===== config.mk =====
export PLATFORM = sky130hd
export DESIGN_NAME = adder_accumulator_ctrl
export DESIGN_NICKNAME = d
export VERILOG_FILES = /design/src/rtl/adder_accumulator_ctrl.sv
export SDC_FILE = /design/constraint.sdc
export NUM_CORES = 1
export LEC_CHECK = 0
export CORE_MARGIN = 1.5
export CORE_UTILIZATION = 38
export DETAILED_ROUTE_END_ITERATION = 12
export GPL_TIMING_DRIVEN = 0
export HOLD_SLACK_MARGIN = 0.05
export PLACE_DENSITY = 0.81
export REMOVE_ABC_BUFFERS = 1
export SKIP_CTS_REPAIR_TIMING = 1
export SLEW_MARGIN = 20
export SYNTH_ARGS = -nofsm -noshare
export SYNTH_HDL_FRONTEND = slang
export SYNTH_SLANG_ARGS = --single-unit

===== constraint.sdc =====
create_clock -name i_clk -period 2.06 [get_ports i_clk]
set_input_delay 0.412 -clock i_clk [delete_from_list [all_inputs] [get_ports i_clk]]
set_output_delay 0.412 -clock i_clk [all_outputs]
set_load 0.03 [all_outputs]

===== src/rtl/adder_accumulator_ctrl.sv =====
// adder_accumulator_ctrl
// Sequencing stage in front of an external 32-bit combinational adder.
// Operand beats arrive on a valid/ready stream. Each accepted beat is fed to
// the adder together with the running accumulator, and the sum is registered
// back as the new accumulator. The last beat of a packet moves the block to a
// result-holding state. The packet total, operand count and a sticky overflow
// flag are presented there on a valid/ready result port.
//
// Optional build macro:
//   ACC_SAT_EN - when defined, a wrapping beat pins the accumulator at
//                all-ones instead of keeping the modular sum.
module adder_accumulator_ctrl #(
  parameter int CNT_W = 8
) (
  input  logic             i_clk,
  input  logic             i_rst_n,
  input  logic [31:0]      i_data,
  input  logic             i_valid,
  input  logic             i_last,
  output logic             o_ready,
  output logic [31:0]      o_add_a,
  output logic [31:0]      o_add_b,
  input  logic [31:0]      i_add_sum,
  output logic [31:0]      o_result,
  output logic [CNT_W-1:0] o_count,
  output logic             o_ovf,
  output logic             o_valid,
  input  logic             i_ready
);

  typedef enum logic [0:0] {
    S_ACC = 1'b0,
    S_OUT = 1'b1
  } state_e;

  localparam logic [CNT_W-1:0] CNT_ZERO = {CNT_W{1'b0}};
  localparam logic [CNT_W-1:0] CNT_ONE  = {{(CNT_W-1){1'b0}}, 1'b1};

  state_e            state_q, state_d;
  logic [31:0]       acc_q, acc_d;
  logic [CNT_W-1:0]  cnt_q, cnt_d;
  logic              ovf_q, ovf_d;

  logic              ready_s;
  logic              beat_s;
  logic              wrap_s;
  logic [31:0]       acc_next_s;

  // Counter increment that sticks at all-ones instead of rolling over.
  function automatic logic [CNT_W-1:0] sat_inc(input logic [CNT_W-1:0] c);
    if (&c) begin
      return c;
    end else begin
      return c + CNT_ONE;
    end
  endfunction

  // Handshake qualification; ready is a function of state and reset only.
  always_comb begin
    ready_s = i_rst_n && (state_q == S_ACC);
    beat_s  = i_valid && ready_s;
    // The adder has no carry-out, so an unsigned wrap shows as sum < acc.
    wrap_s  = beat_s && (i_add_sum < acc_q);
`ifdef ACC_SAT_EN
    if (wrap_s) begin
      acc_next_s = 32'hFFFF_FFFF;
    end else begin
      acc_next_s = i_add_sum;
    end
`else
    acc_next_s = i_add_sum;
`endif
  end

  // Next-state logic for the FSM and the accumulator/count/overflow registers.
  always_comb begin
    state_d = state_q;
    acc_d   = acc_q;
    cnt_d   = cnt_q;
    ovf_d   = ovf_q;
    case (state_q)
      S_ACC: begin
        if (beat_s) begin
          acc_d = acc_next_s;
          cnt_d = sat_inc(cnt_q);
          ovf_d = ovf_q | wrap_s;
          if (i_last) begin
            state_d = S_OUT;
          end else begin
            state_d = S_ACC;
          end
        end else begin
          state_d = S_ACC;
        end
      end
      S_OUT: begin
        if (i_ready) begin
          // Result taken: start the next packet from a clean slate.
          acc_d   = 32'h0000_0000;
          cnt_d   = CNT_ZERO;
          ovf_d   = 1'b0;
          state_d = S_ACC;
        end else begin
          state_d = S_OUT;
        end
      end
      default: begin
        acc_d   = 32'h0000_0000;
        cnt_d   = CNT_ZERO;
        ovf_d   = 1'b0;
        state_d = S_ACC;
      end
    endcase
  end

  // State register with synchronous active-low reset.
  always_ff @(posedge i_clk) begin
    if (!i_rst_n) begin
      state_q <= S_ACC;
      acc_q   <= 32'h0000_0000;
      cnt_q   <= CNT_ZERO;
      ovf_q   <= 1'b0;
    end else begin
      state_q <= state_d;
      acc_q   <= acc_d;
      cnt_q   <= cnt_d;
      ovf_q   <= ovf_d;
    end
  end

  // Output drive. Register values are forced to zero while reset is held, so
  // nothing undefined leaks out before the first reset edge.
  always_comb begin
    o_ready  = ready_s;
    o_valid  = i_rst_n && (state_q == S_OUT);
    if (beat_s) begin
      o_add_b = i_data;
    end else begin
      o_add_b = 32'h0000_0000;
    end
    if (i_rst_n) begin
      o_add_a  = acc_q;
      o_result = acc_q;
      o_count  = cnt_q;
      o_ovf    = ovf_q;
    end else begin
      o_add_a  = 32'h0000_0000;
      o_result = 32'h0000_0000;
      o_count  = CNT_ZERO;
      o_ovf    = 1'b0;
    end
  end

endmodule


==> flow_summary_export.csv <==
group,metric,value,unit
logic_synthesis,synthDistinctLibCells,34,
logic_synthesis,synth_flop_cell,"dfxtp_1",
layout,final_util,0.6381,
logic_synthesis,ys_ff_latch,42,
logic_synthesis,postSynthCellCount,350,
global_route,grt_max_degree,47,
timing,hold_ws,0.4932,ns
setup_path,worst-setup-path-type,"primary input to output pin",
placement,placed_area,0.004547,mm²
logic_synthesis,synth_edf_count,0,
setup_path,r2r-start,"state_q$_SDFF_PN0_",
route,drc,0,
timing,hold_viol_final,0,
floorplanning,fp-row-count,31,
layout,drive_above_1_share,0.06314,
global_route,grt_pass1_vias,2887,
clocking,cts_root_buf,"clkbuf_8",
layout,area_growth_syn_to_layout,59.88,%
power,p_leak,2.262,nW
power,ir_worst_vdd,267.5,µV
floorplanning,initial_core_util,0.3991,
clocking,cts_made_buffers,5,
setup_path,crit_buf_inv,2,
route,totalWireLength,9246,µm
timing,clock_skew,0.005566,ns
setup_path,rrSetupSlack,0.33,ns
global_route,grt_pass1_wl,13860,µm
clocking,cts_sinks,42,
timing,relSlewSlack,0.6734,
setup_path,slowest_stage,"clkdlybuf4s50_1",
setup_path,crit_path_end_kind,"output pin",
timing,slew_viol_final,0,
layout,layoutNonFillerInstCount,590,
setup_path,crit_chain,"buf_6 > and2_1 > clkdlybuf4s50_1",
floorplanning,io_pins,176,
logic_synthesis,ys_seq_area_frac,0.2844,
floorplanning,fp.coreArea,0.007408,mm²
global_route,grt_antenna_before_repair,0,
layout,layout.nets,593,
hold_path,hold_path_class,"flop to flop",
setup_path,cp_data_arrival_time,1.60,ns
flow_run,drv_cap,0,
placement,gp_congestion,0.7218,
route,vias,2907,
clocking,cts_tree,"yes",
route,drt-wirelength-per-cell,15.67,µm
route,first_iter_violations,74,
setup_path,cp-start-kind,"primary input",
setup_path,crit_family,"buffers and inverters",
placement,io_buffers,175,
timing,final.setup.tns,0,ns
route,via_per_inst,4.927,
floorplanning,die_x,91.21,µm
global_route,track_usage,0.2029,
route,drt_first_pass_iters,4,
clocking,htree_levels,2,
hold_path,worstHoldStart,"acc_q[11]$_SDFFE_PN0P_",
setup_path,r2r-end,"acc_q[23]$_SDFFE_PN0P_",
route,antenna_left,0,
hold_path,worstHoldEndpoint,"acc_q[11]$_SDFFE_PN0P_",
clocking,cts_buffer_depth,2,
timing,post-route-min-period,2.009,ns
setup_path,worst_r2r_path_depth,4,
hold_path,whs_path_depth,1,
global_route,overflow,0,
placement,dp_cells,577,
layout,final_cell_area,0.004727,mm²
logic_synthesis,synthArstFlopShare,0,
setup_path,critPathMaxFanout,49,
floorplanning,dieArea,0.008318,mm²
clocking,clkTransAtPathRegs,0.07,ns
floorplanning,die_h,91.21,µm
timing,setup_viol,0,
logic_synthesis,synth_warnings,0,
power,powerDensity,481.7,mW/mm²
timing,fmax,0.4976,GHz
setup_path,cpPeakStageDelay,0.71,ns
layout,diodes,0,
placement,dp_hpwl,6515,µm
timing,fin_crit_sh,0.9755,
clocking,clk_latency,0.28,ns
logic_synthesis,avgSynthCellArea,8.447,µm²
run_status,run_status,"finished, final reports clean",
setup_path,cp.required,1.65,ns
logic_synthesis,syn-cell-area,0.002957,mm²
timing,worstMarginPinSlew,0.4887,ns
[layout make-up]
cell class	instances	area, µm²
inverter	36	135.1
multi-input combinational	228	1718
sequential	42	842.1
clock buffer	6	82.58
timing repair buffer	179	1826
tap	99	123.9
fill	610	2681
[registers in the layout, indices dropped and copies added (netlist names)]
name and cells:
state_q 1, ovf_q 1, acc_q 32, cnt_q 8
[power breakdown]
part	switching [W]	leakage (nW)	total [W]	internal, W
sequential	0.0000400	0.345	0.000905	0.000864
clock	0.000271	0.0431	0.000530	0.000259
combinational	0.000436	1.87	0.000842	0.000407
[cell usage in the layout (no fill, tap or decap), types with 5 or more instances in the layout]
| master | n |
|---|---|
| ha_1 | 32 |
| nand3_1 | 9 |
| clkbuf_8 | 6 |
| nand2_1 | 12 |
| and2_1 | 74 |
| clkbuf_2 | 10 |
| o21ai_0 | 7 |
| inv_1 | 36 |
| nor2_1 | 9 |
| xnor2_1 | 6 |
| a22o_1 | 32 |
| a21oi_1 | 12 |
| dlymetal6s2s_1 | 24 |
| dfxtp_1 | 41 |
| nand4_1 | 5 |
| clkdlybuf4s50_1 | 140 |
[synth_stat cells, types with 6 or more instances]
library cell,number,area share
and2_1,74,0.16
dfxtp_1,42,0.28
inv_1,36,0.046
buf_4,34,0.086
a22o_1,32,0.095
ha_1,32,0.14
a21oi_1,12,0.020
nand2_1,12,0.015
clkbuf_1,9,0.011
nand3_1,9,0.015
nor2_1,9,0.011
o21ai_0,7,0.012
xnor2_1,6,0.018
[logic make-up (layout without fill, tap and decap cells)]
logic type      count (synthesis)  after routing  share of synthesized area
flops                          42             42                     0.2844
compound gates                 66             66                     0.1748
buf+inv                        84            221                     0.1519
xor+xnor                        6              6                    0.01777
fa+ha+maj                      32             32                     0.1354
simple gates                  120            124                     0.2357
[stage by stage]
stage | setup slack, ns | total power [W]
after floorplan | -0.3303 | 0.001344
after global placement | -3.041 | 0.001720
after detailed placement | -1.237 | 0.001749
after CTS | -1.248 | 0.002279
after global routing | -0.008628 | 0.002406
final | 0.05050 | 0.002277
[metal layers]
layer	wire length, µm	part of all wire	track usage
met1	3797	0.41	0.2309
met2	4772	0.52	0.3831
met3	614	0.066	0.05109
met4	61	0.0066	0.03125
met5	0	0	0
[how the worst max path moves through the flow]
stage / from / slack (ns) / endpoint / cells after the start
final: i_rst_n / 0.05 / o_result[29] / 3
after global routing: state_q$_SDFF_PN0_ / -0.009 / o_add_b[26] / 4
after CTS: i_rst_n / -1.25 / o_add_b[26] / 5
after detailed placement: i_rst_n / -1.24 / o_add_b[26] / 5
after global placement: i_rst_n / -3.04 / o_add_b[9] / 4
after floorplan: i_rst_n / -0.33 / acc_q[0]$_SDFFE_PN0P_ / 3
Note: power is estimated with default switching activity, not from simulation.
